## src/rtl/rf_writeback_arbiter_pkg.sv

```systemverilog
// Shared definitions for the register-file writeback arbiter and its FIFO.
package rf_writeback_arbiter_pkg;

    localparam int XLEN_DEFAULT = 32;
    localparam int REG_W        = 5;
    localparam logic [REG_W-1:0] REG_ZERO = '0;

    // Which producer owns the write port this cycle.
    typedef enum logic {
        PIPE_PRI = 1'b0,
        LU_PRI   = 1'b1
    } wb_sel_e;

endpackage

```

## src/rtl/rf_writeback_arbiter_wb_fifo.sv

```systemverilog
// Small synchronous FIFO of {rd, data} for long-latency results.
// The head is read combinationally so a pop can write it the same cycle.
module wb_fifo
    import rf_writeback_arbiter_pkg::*;
#(
    parameter int DEPTH = 2,
    parameter int XLEN  = XLEN_DEFAULT
) (
    input  logic             clk,
    input  logic             rst,
    input  logic             push,
    input  logic [REG_W-1:0] push_rd,
    input  logic [XLEN-1:0]  push_data,
    input  logic             pop,
    output logic             full,
    output logic             empty,
    output logic [REG_W-1:0] head_rd,
    output logic [XLEN-1:0]  head_data
);

    localparam int AW = $clog2(DEPTH);
    localparam logic [AW:0] PTR_ONE = {{AW{1'b0}}, 1'b1};

    logic [REG_W-1:0] rd_mem   [DEPTH];
    logic [XLEN-1:0]  data_mem [DEPTH];
    logic [AW:0]      wr_ptr_reg;
    logic [AW:0]      rd_ptr_reg;
    logic             do_push;
    logic             do_pop;

    // Extra pointer MSB distinguishes full from empty when the indices match.
    assign empty   = (wr_ptr_reg == rd_ptr_reg);
    assign full    = (wr_ptr_reg[AW] != rd_ptr_reg[AW]) &&
                     (wr_ptr_reg[AW-1:0] == rd_ptr_reg[AW-1:0]);
    assign do_push = push && !full;
    assign do_pop  = pop && !empty;

    assign head_rd   = rd_mem[rd_ptr_reg[AW-1:0]];
    assign head_data = data_mem[rd_ptr_reg[AW-1:0]];

    // Pointer advance; reset empties the FIFO so stale entries are never written.
    always_ff @(posedge clk or posedge rst) begin
        if (rst) begin
            wr_ptr_reg <= '0;
            rd_ptr_reg <= '0;
        end else begin
            if (do_push) wr_ptr_reg <= wr_ptr_reg + PTR_ONE;
            if (do_pop)  rd_ptr_reg <= rd_ptr_reg + PTR_ONE;
        end
    end

    // Entry storage; contents need no reset because the pointers gate validity.
    always_ff @(posedge clk) begin
        if (do_push) begin
            rd_mem[wr_ptr_reg[AW-1:0]]   <= push_rd;
            data_mem[wr_ptr_reg[AW-1:0]] <= push_data;
        end
    end

endmodule

```

## src/rtl/rf_writeback_arbiter.sv

```systemverilog
// Merges pipeline writeback and buffered long-latency results onto the single
// register-file write port, with starvation protection and an ID-read bypass.
module rf_writeback_arbiter
    import rf_writeback_arbiter_pkg::*;
#(
    parameter int XLEN       = XLEN_DEFAULT,
    parameter int DEPTH      = 2,
    parameter int STARVE_MAX = 4
) (
    input  logic             clk,
    input  logic             rst,
    input  logic             pipe_valid,
    input  logic [REG_W-1:0] pipe_rd,
    input  logic [XLEN-1:0]  pipe_data,
    output logic             stall_req,
    input  logic             lu_valid,
    output logic             lu_ready,
    input  logic [REG_W-1:0] lu_rd,
    input  logic [XLEN-1:0]  lu_data,
    output logic             rd_en,
    output logic [REG_W-1:0] rd,
    output logic [XLEN-1:0]  rd_datain,
    input  logic [REG_W-1:0] rs1,
    input  logic [REG_W-1:0] rs2,
    output logic             rs1_fwd,
    output logic             rs2_fwd,
    output logic [XLEN-1:0]  fwd_data,
    output logic             pending
);

    localparam int CW = $clog2(STARVE_MAX + 1);
    localparam logic [CW-1:0] STARVE_LIM = CW'(STARVE_MAX);
    localparam logic [CW-1:0] CNT_ONE    = CW'(1);

    logic             fifo_full;
    logic             fifo_empty;
    logic             fifo_push;
    logic             fifo_pop;
    logic [REG_W-1:0] head_rd;
    logic [XLEN-1:0]  head_data;

    wb_sel_e          sel_state;
    logic             sel_valid;
    logic [REG_W-1:0] sel_rd;
    logic [XLEN-1:0]  sel_data;

    logic [CW-1:0]    starve_cnt_reg;
    logic [CW-1:0]    starve_cnt_next;
    logic             rd_en_reg;
    logic [REG_W-1:0] rd_reg;
    logic [XLEN-1:0]  rd_datain_reg;

    wb_fifo #(
        .DEPTH (DEPTH),
        .XLEN  (XLEN)
    ) u_fifo (
        .clk       (clk),
        .rst       (rst),
        .push      (fifo_push),
        .push_rd   (lu_rd),
        .push_data (lu_data),
        .pop       (fifo_pop),
        .full      (fifo_full),
        .empty     (fifo_empty),
        .head_rd   (head_rd),
        .head_data (head_data)
    );

    // Space is judged before any same-cycle pop, so a pop never frees room early.
    assign lu_ready  = !fifo_full;
    assign fifo_push = lu_valid && !fifo_full;
    assign pending   = !fifo_empty;
    assign stall_req = pending && (starve_cnt_reg == STARVE_LIM);

    // Choose the write-port owner: starved FIFO head, then pipeline, then idle drain.
    always_comb begin
        sel_state = PIPE_PRI;
        if (stall_req || (!pipe_valid && pending)) begin
            sel_state = LU_PRI;
        end
        fifo_pop  = (sel_state == LU_PRI);
        sel_valid = (sel_state == LU_PRI) || pipe_valid;
        sel_rd    = (sel_state == LU_PRI) ? head_rd   : pipe_rd;
        sel_data  = (sel_state == LU_PRI) ? head_data : pipe_data;
    end

    // Count pipeline wins while the FIFO waits; any pop or an empty FIFO clears it.
    always_comb begin
        starve_cnt_next = starve_cnt_reg;
        if (fifo_pop || !pending) begin
            starve_cnt_next = '0;
        end else if (pipe_valid && (starve_cnt_reg < STARVE_LIM)) begin
            starve_cnt_next = starve_cnt_reg + CNT_ONE;
        end
    end

    // Starvation counter state.
    always_ff @(posedge clk or posedge rst) begin
        if (rst) begin
            starve_cnt_reg <= '0;
        end else begin
            starve_cnt_reg <= starve_cnt_next;
        end
    end

    // Registered write port; writes to x0 are consumed but never enabled.
    always_ff @(posedge clk or posedge rst) begin
        if (rst) begin
            rd_en_reg     <= 1'b0;
            rd_reg        <= REG_ZERO;
            rd_datain_reg <= '0;
        end else begin
            rd_en_reg <= sel_valid && (sel_rd != REG_ZERO);
            if (sel_valid) begin
                rd_reg        <= sel_rd;
                rd_datain_reg <= sel_data;
            end
        end
    end

    assign rd        = rd_reg;
    assign rd_en     = rd_en_reg;
    assign rd_datain = rd_datain_reg;
    assign fwd_data  = rd_datain_reg;
    assign rs1_fwd   = rd_en_reg && (rd_reg != REG_ZERO) && (rd_reg == rs1);
    assign rs2_fwd   = rd_en_reg && (rd_reg != REG_ZERO) && (rd_reg == rs2);

endmodule

```

## config.mk

```make
export PLATFORM = sky130hd
export DESIGN_NAME = rf_writeback_arbiter
export DESIGN_NICKNAME = d
export VERILOG_FILES = /design/src/rtl/rf_writeback_arbiter_pkg.sv /design/src/rtl/rf_writeback_arbiter_wb_fifo.sv /design/src/rtl/rf_writeback_arbiter.sv
export SDC_FILE = /design/constraint.sdc
export NUM_CORES = 1
export LEC_CHECK = 0
export ABC_AREA = 1
export BUFFER_PORTS_ARGS = -buffer_cell sky130_fd_sc_hd__buf_2
export CAP_MARGIN = 15
export CORE_UTILIZATION = 38
export CTS_BUF_LIST = sky130_fd_sc_hd__clkbuf_4 sky130_fd_sc_hd__clkbuf_8
export CTS_CLUSTER_DIAMETER = 60
export CTS_CLUSTER_SIZE = 24
export DETAILED_ROUTE_END_ITERATION = 10
export PLACE_DENSITY = 0.75
export SYNTH_ARGS = -nofsm -noshare
export SYNTH_HDL_FRONTEND = slang
export SYNTH_SLANG_ARGS = --single-unit
```

## constraint.sdc

```tcl
create_clock -name clk -period 4.19 [get_ports clk]
set_input_delay 0 -clock clk [delete_from_list [all_inputs] [get_ports clk]]
set_output_delay 0 -clock clk [all_outputs]
set_load 0.03 [all_outputs]
```

# == Word-level counts from Yosys, hierarchy flattened ==
# Memory sizes are Yosys's and may differ from the RTL's.
# Cells that the tools add are included.
# word_totals
input_bits,88
wordCells,45
output_inout_bits,75
ff_bits,45
ramBits,74
mem_count,2
# mem_list
name,words,word_bits,read_ports,rd_clocked_by_memory_dff,wr,line,rtl
u_fifo.data_mem,2,32,1,0,1,rf_writeback_arbiter_wb_fifo.sv:25,logic [XLEN-1:0] data_mem [DEPTH];
u_fifo.rd_mem,2,5,1,0,1,rf_writeback_arbiter_wb_fifo.sv:24,logic [REG_W-1:0] rd_mem [DEPTH];
# op_classes
mux,7
reduce_logical,20
eq_ne,6
n_lt_le_gt_ge,1
addsub,3
# op_table
op,count
$mux W32,1
$logic_and A1 B1 Y1,11
$eq A5 B5 Y1,2
$reduce_bool A5 Y1,2
$mux W3,2
$mux W5,1
$add A2 B1 Y2 const B,2
$add A3 B1 Y3 const B,1
$eq A3 B3 Y1 const B,1
$logic_not A1 Y1,3
$logic_or A1 B1 Y1,3
$lt A3 B3 Y1 const B,1
$mux W1,3
$eq A2 B2 Y1,1
$reduce_bool A2 Y1,1
$eq A1 B1 Y1,1
$ne A1 B1 Y1,1

# == Depth between registers and ports, before layout ==
# logic_depth
ltp_word,8
depth_mapped,11
depth_no_buf,10

# == Cells and area by module ==
# A second synthesis with hierarchy kept.
# hier_totals
hier_cells,533
area_unflattened_um2,5300.1
# modules_own_cells
module,n_inst,seq_area_each_um2,cells_per_inst,area_per_inst_um2
wb_fifo,1,2322.2,235,2954.1
rf_writeback_arbiter,1,1026.0,298,2346.0

# == Least setup slack after synthesis ==
# No wires, ideal clock.
# synth_timing
path_type,register to register
startpoint,register u_fifo.rd_ptr_reg[0]
endpoint,memory u_fifo.data_mem[1][0] (netlist name) (enable)
setup_time_ns,0.435
path_stages_with_launch,7
period_less_slack_ns,3.181
arrival_ns,2.746
required_ns,3.755
setup_slack_ns,1.009
path_buffers,1
cell_sequence,dfrtp_1 > buf_6 > nand2_2 > nand2_4 > nand3_1 > nand2_1 > nor2_1
# synth_between
elab_chain_cells,7
# synth_lines
element,line,rtl
from (decl),rf_writeback_arbiter_wb_fifo.sv:27,logic [AW:0] rd_ptr_reg;
from (signal assigned),rf_writeback_arbiter_wb_fifo.sv:48,if (do_pop) rd_ptr_reg <= rd_ptr_reg + PTR_ONE;
$eq A1 B1 Y1 *,rf_writeback_arbiter_wb_fifo.sv:34,(wr_ptr_reg[AW-1:0] == rd_ptr_reg[AW-1:0]);
$logic_and A1 B1 Y1 *,rf_writeback_arbiter_wb_fifo.sv:33,assign full = (wr_ptr_reg[AW] != rd_ptr_reg[AW]) &&
$logic_not A1 Y1 *,n/a,
net lu_ready,rf_writeback_arbiter.sv:17,"output logic lu_ready,"
$logic_and A1 B1 Y1,rf_writeback_arbiter.sv:71,assign fifo_push = lu_valid && !fifo_full;
$logic_and A1 B1 Y1 *,rf_writeback_arbiter_wb_fifo.sv:35,assign do_push = push && !full;
$mux W1 *,rf_writeback_arbiter_wb_fifo.sv:54,if (do_push) begin
$mux W1 (implied by the code) *,rf_writeback_arbiter_wb_fifo.sv:56,data_mem[wr_ptr_reg[AW-1:0]] <= push_data;
to (decl),rf_writeback_arbiter_wb_fifo.sv:25,
# The timed path passes the listed nets; every way through them passes the cells marked *.

# == Worst setup path in the final report ==
# layout_timing
startpoint,register u_fifo.rd_ptr_reg[0]
endpoint,"register rd_reg[1], in the netlist rd[1]"
# layout_between
elab_chain_cells,6
elab_cells_between_ends,9
cone_classes,1 x eq/ne; 2 x mux; 5 x reduce/logical; 1 x memory
# layout_lines
element,line,rtl
$eq A2 B2 Y1,rf_writeback_arbiter_wb_fifo.sv:32,assign empty = (wr_ptr_reg == rd_ptr_reg);
$logic_not A1 Y1,rf_writeback_arbiter.sv:72,assign pending = !fifo_empty;
"$logic_and A1 B1 Y1, on equally long branches","rf_writeback_arbiter.sv:73, rf_writeback_arbiter.sv:78",
$logic_or A1 B1 Y1,rf_writeback_arbiter.sv:78,if (stall_req || (!pipe_valid && pending)) begin
$mux W1,rf_writeback_arbiter.sv:78,
$mux W5 / $logic_or A1 B1 Y1 (equally long branches),"rf_writeback_arbiter.sv:83, rf_writeback_arbiter.sv:82",
to (signal assigned),rf_writeback_arbiter.sv:115,rd_reg <= sel_rd;
to (decl),rf_writeback_arbiter.sv:50,logic [REG_W-1:0] rd_reg;
# Several ways; a longest one is shown, not always the timed one.
# A chain may end at the register's enable or synchronous reset.

==> summary.txt <==
Total CTS buffers: 17
Initial core utilization: 0.396
Largest net degree at the start of global routing: 46
Wirelength, routed: 12.8 mm
Max FFs per register: 64
CP Class: flop to flop
Synthesized Nets: 525
Int Power: 0.00296 W
DRC Markers: 0
Synth warnings: 0
WP data arrival: 2.90 ns
Max-slew headroom: 0.312
Share of cells above drive strength 1: 0.323
Largest family of logic cells by synthesized area: simple AND/OR/NAND/NOR gates
Adder-cell share of the synthesized area: 0.00493
Worst Slack Setup Final: 1.65 ns
Via-to-Cell Ratio: 4.69
ANT cells: 0
CTS H-Tree Depth: 4
Met2 Usage GRT: 0.341
Die Y-Extent: 118 um
Worst Hold Class: input port to async pin
Top cells by area, synth: edfxtp_1 44%, dfrtp_1 22%, nand2_1 7.0%, buf_4 5.6%, a31oi_1 4.1%
Netlist cell types: 26
Setup tns final: 0 ns
Synth top area share: 0.437
Post-DP HPWL: 7.58 mm
Final Max Slew Viols: 0
Met1 usage: 0.220
Commonest non-fill, non-tap cell in the layout: buf_2
First-pass GRT wire length: 20.4 mm
Busiest grt layer: met2
Share of power burned in the clock network: 0.194
Reg-to-Reg Start: u_fifo.rd_ptr_reg[0]
Achievable Freq: 0.394 GHz
Post-synthesis compound-gate area fraction: 0.0879
Final Hold Vio Count: 0
Final Critical Period: 2.54 ns
Critical Path End Type: flop
Post-Synth XOR/XNOR Area: 0.0207
Post_cts resized: 0
RSZ-0062 raised after global routing: false
Remaining antenna violation count: 0
Vias in the first global route: 4104
Layout net count: 739
Switching portion of total power: 0.439
Post-synth ARST share: 0.378
Remaining global-route overflow: 0
# port buffers: 162
Worst-Margin Slew: 1.03 ns
Top_reg_cell synth: edfxtp_1
Final Setup Violations: 0
Number of flops mapped to enable cells by yosys: 74
Power per cell area: 754 mW/mm^2
Yosys reg bits: 119
CTS tree: done
Crit path launch: u_fifo.rd_ptr_reg[0]
Place WS: 1.55 ns
Peak VDD IR: 0.390 mV
Clk root buf: clkbuf_8
Synth-to-Final Area Change: 37.6%
Pleak: 2.97 nW
Initial antenna violation count: 0
Core Util, Final: 0.545
Most frequent cells in the layout: 162 x buf_2, 95 x nand2_1, 79 x dlygate4sd3_1, 74 x edfxtp_1, 45 x dfrtp_1
Clock slew at the register clock pins of the worst setup and hold paths: 0.07 ns
Routed vias: 3913
GRT Resource Usage Total: 0.194
Post-Synth Simple-Gate Area: 0.139
Seq/Total Area, Yosys: 0.659
Die area: 0.0138 sq mm
CTS Buffer Depth: 2
DRT Pass-1 Iters: 6
DR WL/cell: 15.4 um
Clock sinks: 119
Logic pwr share: 0.435
Post-Synthesis Cell Area: 0.00508 sq mm
Max-cap violations: 0
Synth area leader: edfxtp_1
Net load switching power: 0.00231 W
Routing usage on met3: 0.0484
Row count: 41
Post-synthesis mux area share: 0.00197
WP data required: 4.55 ns
Tcrit/Tclk final: 0.605
Worst hold slack: 0.163 ns
Outcome: finished, final reports clean
Seq pwr share: 0.372
Core area: 0.0128 sq mm
Mapped Avg Cell Area: 11.7 sq um
DRT iter0 DRCs: 211
Crit-path max FO: 37
Reg2Reg Setup Slack: 1.65 ns
Synth Instances: 435
Clock latency on the worst-skew pair: 0.43 ns
Die width: 118 um
Clk_skew: 0.00886 ns
Crit path launch type: flop
Placer Congestion: 0.780
I/O pins: 163
-- synth_stat cells, types with 2 or more instances --
cell       n
nand2_2    4
a31oi_1   33
inv_1     13
nor2_8     3
buf_6      4
a21oi_1    6
nand2_4    2
nand2_1   95
buf_4     38
nand2_8    2
dfrtp_1   45
inv_2      3
xnor2_1    6
o21ai_0   37
nor2_1    43
o21ai_2    2
clkbuf_1   3
nor4_1     2
nand3_1    6
xor2_1     6
buf_2      3
ha_1       2
edfxtp_1  74
-- through the flow --
| step | cell area (sq um) | total power, W | instances |
|---|---|---|---|
| after CTS | 6930 | 0.00528 | 831 |
| final | 6990 | 0.00527 | 834 |
| after floorplan | 5080 | 0.00378 | 435 |
| after detailed placement | 5740 | 0.00417 | 720 |
| after global placement | 5740 | 0.00411 | 720 |
| after global routing | 6990 | 0.00558 | 834 |
-- final timing paths --
kind / end / depth (start not counted)
max: rd[1] / 9
min: rd[2] / 3
max reg2reg: rd[1] / 9
min reg2reg: u_fifo.wr_ptr_reg[1] / 1
max in group asynchronous: fwd_data[16] / 4
min in group clk: u_fifo.data_mem[0][7] / 2
-- critical path, stage by stage (launching register included) --
cell	delay, ns
dfrtp_1	0.64
inv_2	0.16
nand2_2	0.12
nand2_4	0.08
nand2_8	0.12
nor2_8	0.05
inv_2	0.54
nand2_1	0.12
nand2_1	0.09
dlygate4sd3_1	0.54
-- final cells by class --
type                    instances  area [sq um]
flip-flops and latches        119          3350
clock inverters                10           100
multi-input cells             251          1310
well taps                     172           215
repair buffers                244          1660
inverters                      16          60.1
fillers                      1092          5830
clock buffers                  22           297
-- power groups by stage --
stage,logic [W],clock network [W],registers [W]
final,0.00229,0.00102,0.00196
after CTS,0.00226,0.00105,0.00197
after detailed placement,0.00219,0,0.00199
after global placement,0.00214,0,0.00196
after floorplan,0.00147,0,0.00231
after global routing,0.00247,0.00110,0.00201
-- routing by layer --
metal / wire (um) / vias to the layer above
met5: 0 / -
met4: 240 / 0
met3: 583 / 20
met2: 6660 / 138
met1: 5350 / 1868
li1: - / 1887
-- repair_timing --
item / 4_1_cts / 5_1_grt
hold endpoints to repair: 159 / 0
buffers inserted: 0 / 0
endpoints found under the setup margin: 0 / 0
hold buffers: 79 / 0
-- cell families after synthesis --
| family | count (synthesis) |
|---|---|
| AOI/OAI and AO/OA | 79 |
| xor gates and xnor gates | 12 |
| adders and majority gates | 2 |
| buffers and inverters | 65 |
| DFF | 119 |
| muxes | 1 |
| and+or+nand+nor | 157 |
(Power assumes the default switching activity.)
